`config.mk`:
```
export PLATFORM = sky130hd
export DESIGN_NAME = multicycle_control_flat
export DESIGN_NICKNAME = d
export VERILOG_FILES = /design/src/rtl/multicycle_control_if.sv /design/src/rtl/multicycle_control.sv /design/src/flat_wrapper.sv
export SDC_FILE = /design/constraint.sdc
export NUM_CORES = 1
export LEC_CHECK = 0
export BUFFER_PORTS_ARGS = -buffer_cell sky130_fd_sc_hd__buf_2
export CORE_ASPECT_RATIO = 1.1
export CORE_MARGIN = 4
export CORE_UTILIZATION = 49
export CTS_CLUSTER_DIAMETER = 30
export DETAILED_ROUTE_END_ITERATION = 12
export PLACE_DENSITY_LB_ADDON = 0.12
export SETUP_SLACK_MARGIN = 0.5
export SLEW_MARGIN = 40
export SYNTH_ARGS = -nofsm -noshare
export SYNTH_HDL_FRONTEND = slang
export SYNTH_SLANG_ARGS = --single-unit
```
`constraint.sdc`:
```
create_clock -name clk -period 2.5 [get_ports clk]
set_input_delay 0 -clock clk [delete_from_list [all_inputs] [get_ports clk]]
set_output_delay 0 -clock clk [all_outputs]
set_load 0.05 [all_outputs]
```
`src/rtl/multicycle_control_if.sv`:
```
// multicycle_control_if: control <-> datapath/memory bundle for the multicycle RV32I core
// master (control FSM): takes op/funct3/funct7_5/zero/mem_ready, drives selects and enables
// slave (datapath side): the reverse view
interface multicycle_control_if;
    logic [6:0] op;
    logic [2:0] funct3;
    logic       funct7_5;
    logic       zero;
    logic       mem_ready;
    logic       mem_req;
    logic       mem_write;
    logic       adr_src;
    logic       ir_write;
    logic       pc_write;
    logic       reg_write;
    logic [1:0] result_src;
    logic [1:0] alu_src_a;
    logic [1:0] alu_src_b;
    logic [2:0] alu_control;
    logic [1:0] imm_src;
    logic       illegal_instr;
    modport master (
        input  op, funct3, funct7_5, zero, mem_ready,
        output mem_req, mem_write, adr_src, ir_write, pc_write, reg_write,
               result_src, alu_src_a, alu_src_b, alu_control, imm_src, illegal_instr
    );
    modport slave (
        output op, funct3, funct7_5, zero, mem_ready,
        input  mem_req, mem_write, adr_src, ir_write, pc_write, reg_write,
               result_src, alu_src_a, alu_src_b, alu_control, imm_src, illegal_instr
    );
endinterface

```
`src/rtl/multicycle_control.sv`:
```
// multicycle_control: main control FSM sequencing the shared multicycle RV32I datapath
// Ports: clk (rising edge), rst (async active-high), bus (multicycle_control_if.master):
//   instruction fields, ALU zero and memory ready in; memory request/strobe, mux selects,
//   write enables, ALU control, imm_src and the sticky illegal_instr trap flag out.
module multicycle_control #(
    parameter bit RESET_STATE_FETCH = 1'b1
) (
    input logic clk,
    input logic rst,
    multicycle_control_if.master bus
);
    typedef enum logic [3:0] {
        IDLE, FETCH, DECODE, MEMADR, MEMREAD, MEMWB, MEMWRITE,
        EXEC_R, EXEC_I, ALUWB, BEQ, JAL, TRAP
    } state_t;
    // aluop: 0 add, 1 sub, 2 R-type funct decode, 3 I-type funct decode
    typedef struct packed {
        logic       mem_req;
        logic       mem_write;
        logic       adr_src;
        logic       reg_write;
        logic [1:0] result_src;
        logic [1:0] alu_src_a;
        logic [1:0] alu_src_b;
        logic [1:0] aluop;
        logic       illegal;
    } ctl_t;
    localparam logic [6:0] OP_LW = 7'b0000011, OP_SW = 7'b0100011, OP_R = 7'b0110011,
                           OP_I = 7'b0010011, OP_BEQ = 7'b1100011, OP_JAL = 7'b1101111;
    localparam state_t START = RESET_STATE_FETCH ? FETCH : IDLE;
    state_t     state, next;
    ctl_t       ctl, ctl_next;
    logic       done, funct_ok;
    logic [2:0] funct_alu;
    // An access completes only while a request is registered, so the first cycle after
    // reset (outputs still cleared) cannot consume a stray mem_ready.
    assign done     = ctl.mem_req && bus.mem_ready;
    assign funct_ok = bus.funct3 inside {3'b000, 3'b010, 3'b110, 3'b111};
    always_comb begin
        next = state;
        case (state)
            IDLE:     next = bus.mem_ready ? FETCH : IDLE;
            FETCH:    next = done ? DECODE : FETCH;
            DECODE:   next = (bus.op == OP_LW || bus.op == OP_SW) ? MEMADR :
                             bus.op == OP_R   ? EXEC_R :
                             bus.op == OP_I   ? EXEC_I :
                             bus.op == OP_BEQ ? BEQ :
                             bus.op == OP_JAL ? JAL : TRAP;
            MEMADR:   next = bus.op[5] ? MEMWRITE : MEMREAD;
            MEMREAD:  next = done ? MEMWB : MEMREAD;
            MEMWRITE: next = done ? FETCH : MEMWRITE;
            MEMWB, ALUWB, BEQ: next = FETCH;
            EXEC_R, EXEC_I:    next = funct_ok ? ALUWB : TRAP;
            JAL:      next = ALUWB;
            default:  next = TRAP;
        endcase
    end
    // Moore outputs are computed for the state being entered and registered with it.
    always_comb begin
        ctl_next = '0;
        case (next)
            FETCH:    begin ctl_next.mem_req = 1'b1; ctl_next.alu_src_b = 2'd2; ctl_next.result_src = 2'd2; end
            DECODE:   begin ctl_next.alu_src_a = 2'd1; ctl_next.alu_src_b = 2'd1; end
            MEMADR:   begin ctl_next.alu_src_a = 2'd2; ctl_next.alu_src_b = 2'd1; end
            MEMREAD:  begin ctl_next.mem_req = 1'b1; ctl_next.adr_src = 1'b1; end
            MEMWB:    begin ctl_next.result_src = 2'd1; ctl_next.reg_write = 1'b1; end
            MEMWRITE: begin ctl_next.mem_req = 1'b1; ctl_next.mem_write = 1'b1; ctl_next.adr_src = 1'b1; end
            EXEC_R:   begin ctl_next.alu_src_a = 2'd2; ctl_next.aluop = 2'd2; end
            EXEC_I:   begin ctl_next.alu_src_a = 2'd2; ctl_next.alu_src_b = 2'd1; ctl_next.aluop = 2'd3; end
            ALUWB:    ctl_next.reg_write = 1'b1;
            BEQ:      begin ctl_next.alu_src_a = 2'd2; ctl_next.aluop = 2'd1; end
            JAL:      begin ctl_next.alu_src_a = 2'd1; ctl_next.alu_src_b = 2'd2; end
            TRAP:     ctl_next.illegal = 1'b1;
            default:  ctl_next = '0;
        endcase
    end
    always_ff @(posedge clk or posedge rst) begin
        if (rst) begin
            state <= START;
            ctl   <= '0;
        end else begin
            state <= next;
            ctl   <= ctl_next;
        end
    end
    assign funct_alu = bus.funct3 == 3'b010 ? 3'b101 :
                       bus.funct3 == 3'b110 ? 3'b011 :
                       bus.funct3 == 3'b111 ? 3'b010 :
                       (ctl.aluop == 2'd2 && bus.funct7_5) ? 3'b001 : 3'b000;
    assign bus.alu_control   = ctl.aluop == 2'd0 ? 3'b000 : ctl.aluop == 2'd1 ? 3'b001 : funct_alu;
    assign bus.mem_req       = ctl.mem_req;
    assign bus.mem_write     = ctl.mem_write;
    assign bus.adr_src       = ctl.adr_src;
    assign bus.reg_write     = ctl.reg_write;
    assign bus.result_src    = ctl.result_src;
    assign bus.alu_src_a     = ctl.alu_src_a;
    assign bus.alu_src_b     = ctl.alu_src_b;
    assign bus.illegal_instr = ctl.illegal;
    assign bus.ir_write      = state == FETCH && done;
    assign bus.pc_write      = (state == FETCH && done) || (state == BEQ && bus.zero) || state == JAL;
    // imm_src follows op in every state but is forced low while reset is held.
    assign bus.imm_src       = rst ? 2'd0 : bus.op == OP_SW ? 2'd1 : bus.op == OP_BEQ ? 2'd2 :
                               bus.op == OP_JAL ? 2'd3 : 2'd0;
endmodule

```
`src/flat_wrapper.sv`:
```
// flat-port wrapper written by rule: the top's interface ports become plain ports
module multicycle_control_flat 
#(
    parameter bit RESET_STATE_FETCH = 1'b1
)
  (clk, rst, bus_op, bus_funct3, bus_funct7_5, bus_zero, bus_mem_ready, bus_mem_req, bus_mem_write, bus_adr_src, bus_ir_write, bus_pc_write, bus_reg_write, bus_result_src, bus_alu_src_a, bus_alu_src_b, bus_alu_control, bus_imm_src, bus_illegal_instr);
  multicycle_control_if bus_i ();
  input logic clk;
  input logic rst;
  input wire logic [$bits(bus_i.op)-1:0] bus_op;
  input wire logic [$bits(bus_i.funct3)-1:0] bus_funct3;
  input wire logic [$bits(bus_i.funct7_5)-1:0] bus_funct7_5;
  input wire logic [$bits(bus_i.zero)-1:0] bus_zero;
  input wire logic [$bits(bus_i.mem_ready)-1:0] bus_mem_ready;
  output wire logic [$bits(bus_i.mem_req)-1:0] bus_mem_req;
  output wire logic [$bits(bus_i.mem_write)-1:0] bus_mem_write;
  output wire logic [$bits(bus_i.adr_src)-1:0] bus_adr_src;
  output wire logic [$bits(bus_i.ir_write)-1:0] bus_ir_write;
  output wire logic [$bits(bus_i.pc_write)-1:0] bus_pc_write;
  output wire logic [$bits(bus_i.reg_write)-1:0] bus_reg_write;
  output wire logic [$bits(bus_i.result_src)-1:0] bus_result_src;
  output wire logic [$bits(bus_i.alu_src_a)-1:0] bus_alu_src_a;
  output wire logic [$bits(bus_i.alu_src_b)-1:0] bus_alu_src_b;
  output wire logic [$bits(bus_i.alu_control)-1:0] bus_alu_control;
  output wire logic [$bits(bus_i.imm_src)-1:0] bus_imm_src;
  output wire logic [$bits(bus_i.illegal_instr)-1:0] bus_illegal_instr;
  assign bus_i.op = bus_op;
  assign bus_i.funct3 = bus_funct3;
  assign bus_i.funct7_5 = bus_funct7_5;
  assign bus_i.zero = bus_zero;
  assign bus_i.mem_ready = bus_mem_ready;
  assign bus_mem_req = bus_i.mem_req;
  assign bus_mem_write = bus_i.mem_write;
  assign bus_adr_src = bus_i.adr_src;
  assign bus_ir_write = bus_i.ir_write;
  assign bus_pc_write = bus_i.pc_write;
  assign bus_reg_write = bus_i.reg_write;
  assign bus_result_src = bus_i.result_src;
  assign bus_alu_src_a = bus_i.alu_src_a;
  assign bus_alu_src_b = bus_i.alu_src_b;
  assign bus_alu_control = bus_i.alu_control;
  assign bus_imm_src = bus_i.imm_src;
  assign bus_illegal_instr = bus_i.illegal_instr;
  multicycle_control #(.RESET_STATE_FETCH(RESET_STATE_FETCH)) u_core (.clk(clk), .rst(rst), .bus(bus_i));
endmodule
```
==> impl_metrics.toml <==
[sta]
fin_crit_ns = 1.88
worst_slew_pin_slew_ns = 0.632
relSlewSlack_pct = 57.8
fmax_mhz = 533
rsz0062_at_grt = "no"
min_period_over_period_pct = 75.1
fin_tns_setup_ns = 0
hold_ws_ns = 0.229
final-max-slew-violation-count = 0
finalHoldViolations = 0
skew_ns = 0.00167
setup_viol = 0

[worst_setup_path]
critPathBufInv = 1
crit_path_max_incr_delay_ns = 0.59
cpMaxStageDelayCell = "dfstp_2"
critPathCaptureType = "register"
crit_required_ns = 2.70
cp-start-kind = "register"
crit_family = "flip-flops"
critPathKind = "reg2reg"
path_max_fanout = 7
path_cells = "inv_1, a31o_2, and3_1, a2111oi_4, nand4_1, mux2i_1"
arrival_ns = 2.07

[global_route]
grt_max_degree = 18
grt_pass1_vias = 892
grt_pass1_wl_um = 3940
grt_overflow_total = 0
track_usage_pct = 17.6
antenna_found_initial = 0

[floorplanning]
die_area_mm2 = 0.00287
die_w_um = 51.4
io_pins = 33
core_area_mm2 = 0.00200
start_util_pct = 50.8
core.rowCount = 17
die_h_um = 55.8

[routing]
viasPerCell = 5.34
via_count = 918
drc_errors = 0
wl_um = 2260
wire_per_inst_um = 13.1
drt-initial-drc-count = 30
firstDrtPassIters = 4
postRouteAntennaNets = 0

[cts]
htreeDepth = 1
cts_buffer_depth = 2
clockRootBuffer = "clkbuf_4"
cts_sinks = 17
clk_pin_slew_worst_paths_ns = 0.09
cts_inserted_buffers = 3
insertion_delay_ns = 0.28
cts_tree = "built"

[pwr]
irDropWorstVdd_mv = 0.906
power_density_mw_per_mm2 = 1190
p_leak_nw = 0.624
finalPower_mw = 1.46

[place]
place_congestion = 0.923
placed_cells = 166
portBuffers = 32
place_area_mm2 = 0.00117
dp_hpwl_um = 1740

[logic_synthesis]
ys_seq_area_share_pct = 42.0
yosysMostFrequentCell = "dfrtp_1"
yosys_register_bits = 17
yosys_warnings = 0
syn_area_mm2 = 0.00102
synthTopCellsByCount = "dfrtp_1, a21oi_1, nand2_1"
netlist_instances = 115
synth.avg_cell_area_um2 = 8.83
synth_cell_type_count = 39
netlist.area_leader.share_pct = 39.4
synth_nets = 130
synthFlopType = "dfrtp_1"
ys_async_sr_fraction_pct = 100
synth_edf_count = 0
synth_top_area_cell = "dfrtp_1"
synth_area_leaders = "dfrtp_1, buf_4, a21oi_1, mux2i_1, nand2b_1"

[worst_hold_path]
holdCritPathClass = "in2reg"

[final_layout]
fin_area_mm2 = 0.00123
final_nets = 160
area_delta_synth_final_pct = 21.1
drive_above_1_share_pct = 34.7
antenna_cells = 0
fin_cells = 172

[flow_run]
cap_violations = 0

[outcome]
status = "complete, no violations"
## layout by cell type (no fill, tap or decap), types with 2 or more instances in the layout
cell and instances:
dfrtp_1 14, a31oi_1 2, nand3_1 7, nand2b_1 6
nor3_2 2, o21ai_0 3, dfrtp_2 2, and3b_1 2
mux2i_1 4, nand2_1 9, nor4_1 2, nor2_1 7
nor3_1 4, and3_1 3, clkbuf_4 3, buf_4 2
buf_2 32, a21oi_1 9, inv_1 7, inv_2 2
## kinds of logic after synthesis
family	count (synthesis)	synth area share, %
AND/OR/NAND/NOR	49	26.2
AO/OA/AOI/OAI	25	16.9
buffers and inverters	19	10.1
flip-flops	17	42.0
multiplexers	4	3.94
XOR/XNOR	1	0.862
## state kept, by name, indices dropped and copies added (netlist names)
register	flops
u_core.bus.alu_src_b	2
u_core.bus.reg_write	1
u_core.bus.adr_src	1
u_core.ctl	2
u_core.bus.result_src	2
u_core.bus.illegal_instr	1
u_core.bus.mem_write	1
u_core.bus.alu_src_a	2
u_core.bus.mem_req	1
u_core.state	4
## what timing repair did
action,4_1_cts,5_1_grt
setup buffers,0,1
gates resized for setup,1,2
hold endpoints to repair,16,0
hold buffers,1,0
setup endpoints to repair,1,8
## area by class of cell
class / count / area [um2]
Fill cell: 181 / 769
Multi-Input combinational cell: 79 / 520
Sequential cell: 17 / 429
Timing Repair Buffer: 35 / 185
Tap cell: 28 / 35.0
Inverter: 9 / 33.8
Clock buffer: 4 / 26.3
## worst paths after layout
kind | slack (ns) | cells after the start | end | start
max in group asynchronous | 1.70 | 3 | u_core.state[2] | rst
max reg2reg | 0.62 | 6 | u_core.ctl[2] | u_core.state[0]
min in group asynchronous | 0.35 | 3 | u_core.bus.reg_write | rst
min reg2reg | 0.78 | 2 | u_core.bus.result_src[0] | u_core.state[0]
min | 0.23 | 4 | u_core.bus.alu_src_a[1] | bus_op[1]
max | 0.62 | 6 | u_core.ctl[2] | u_core.state[0]
## layer usage
layer | global-route usage [%] | share of wire, % | vias up | routed length (um)
met5 | 0 | 0 | - | 0
met1 | 22.1 | 43 | 425 | 975
met2 | 29.3 | 51 | 27 | 1140
met3 | 5.09 | 5.3 | 5 | 119
li1 | - | - | 461 | -
met4 | 4.49 | 0.93 | 0 | 21
## per-stage QoR
stage / setup WS, ns / utilization, %
6_report: 0.623 / 61.5
5_1_grt: 0.496 / 61.5
4_1_cts: 0.528 / 60.5
3_5_place_dp: 0.548 / 58.6
3_3_place_gp: 0.561 / 58.6
2_1_floorplan: 0.532 / -
## worst reg2reg max path, delay by kind of cell, from the launching register on
| family | cells | cell delay [ns] |
|---|---|---|
| buffers and inverters | 1 | 0.11 |
| multiplexers | 1 | 0.21 |
| flip-flops | 1 | 0.59 |
| AO/OA/AOI/OAI | 2 | 0.50 |
| AND/OR/NAND/NOR | 2 | 0.38 |
## power by group
group	internal (mW)	total [mW]	switching (mW)	leakage [nW]
sequential	0.376	0.463	0.0870	0.222
clock	0.0620	0.142	0.0801	0.0150
combinational	0.261	0.859	0.599	0.387
(Power assumes the default switching activity.)
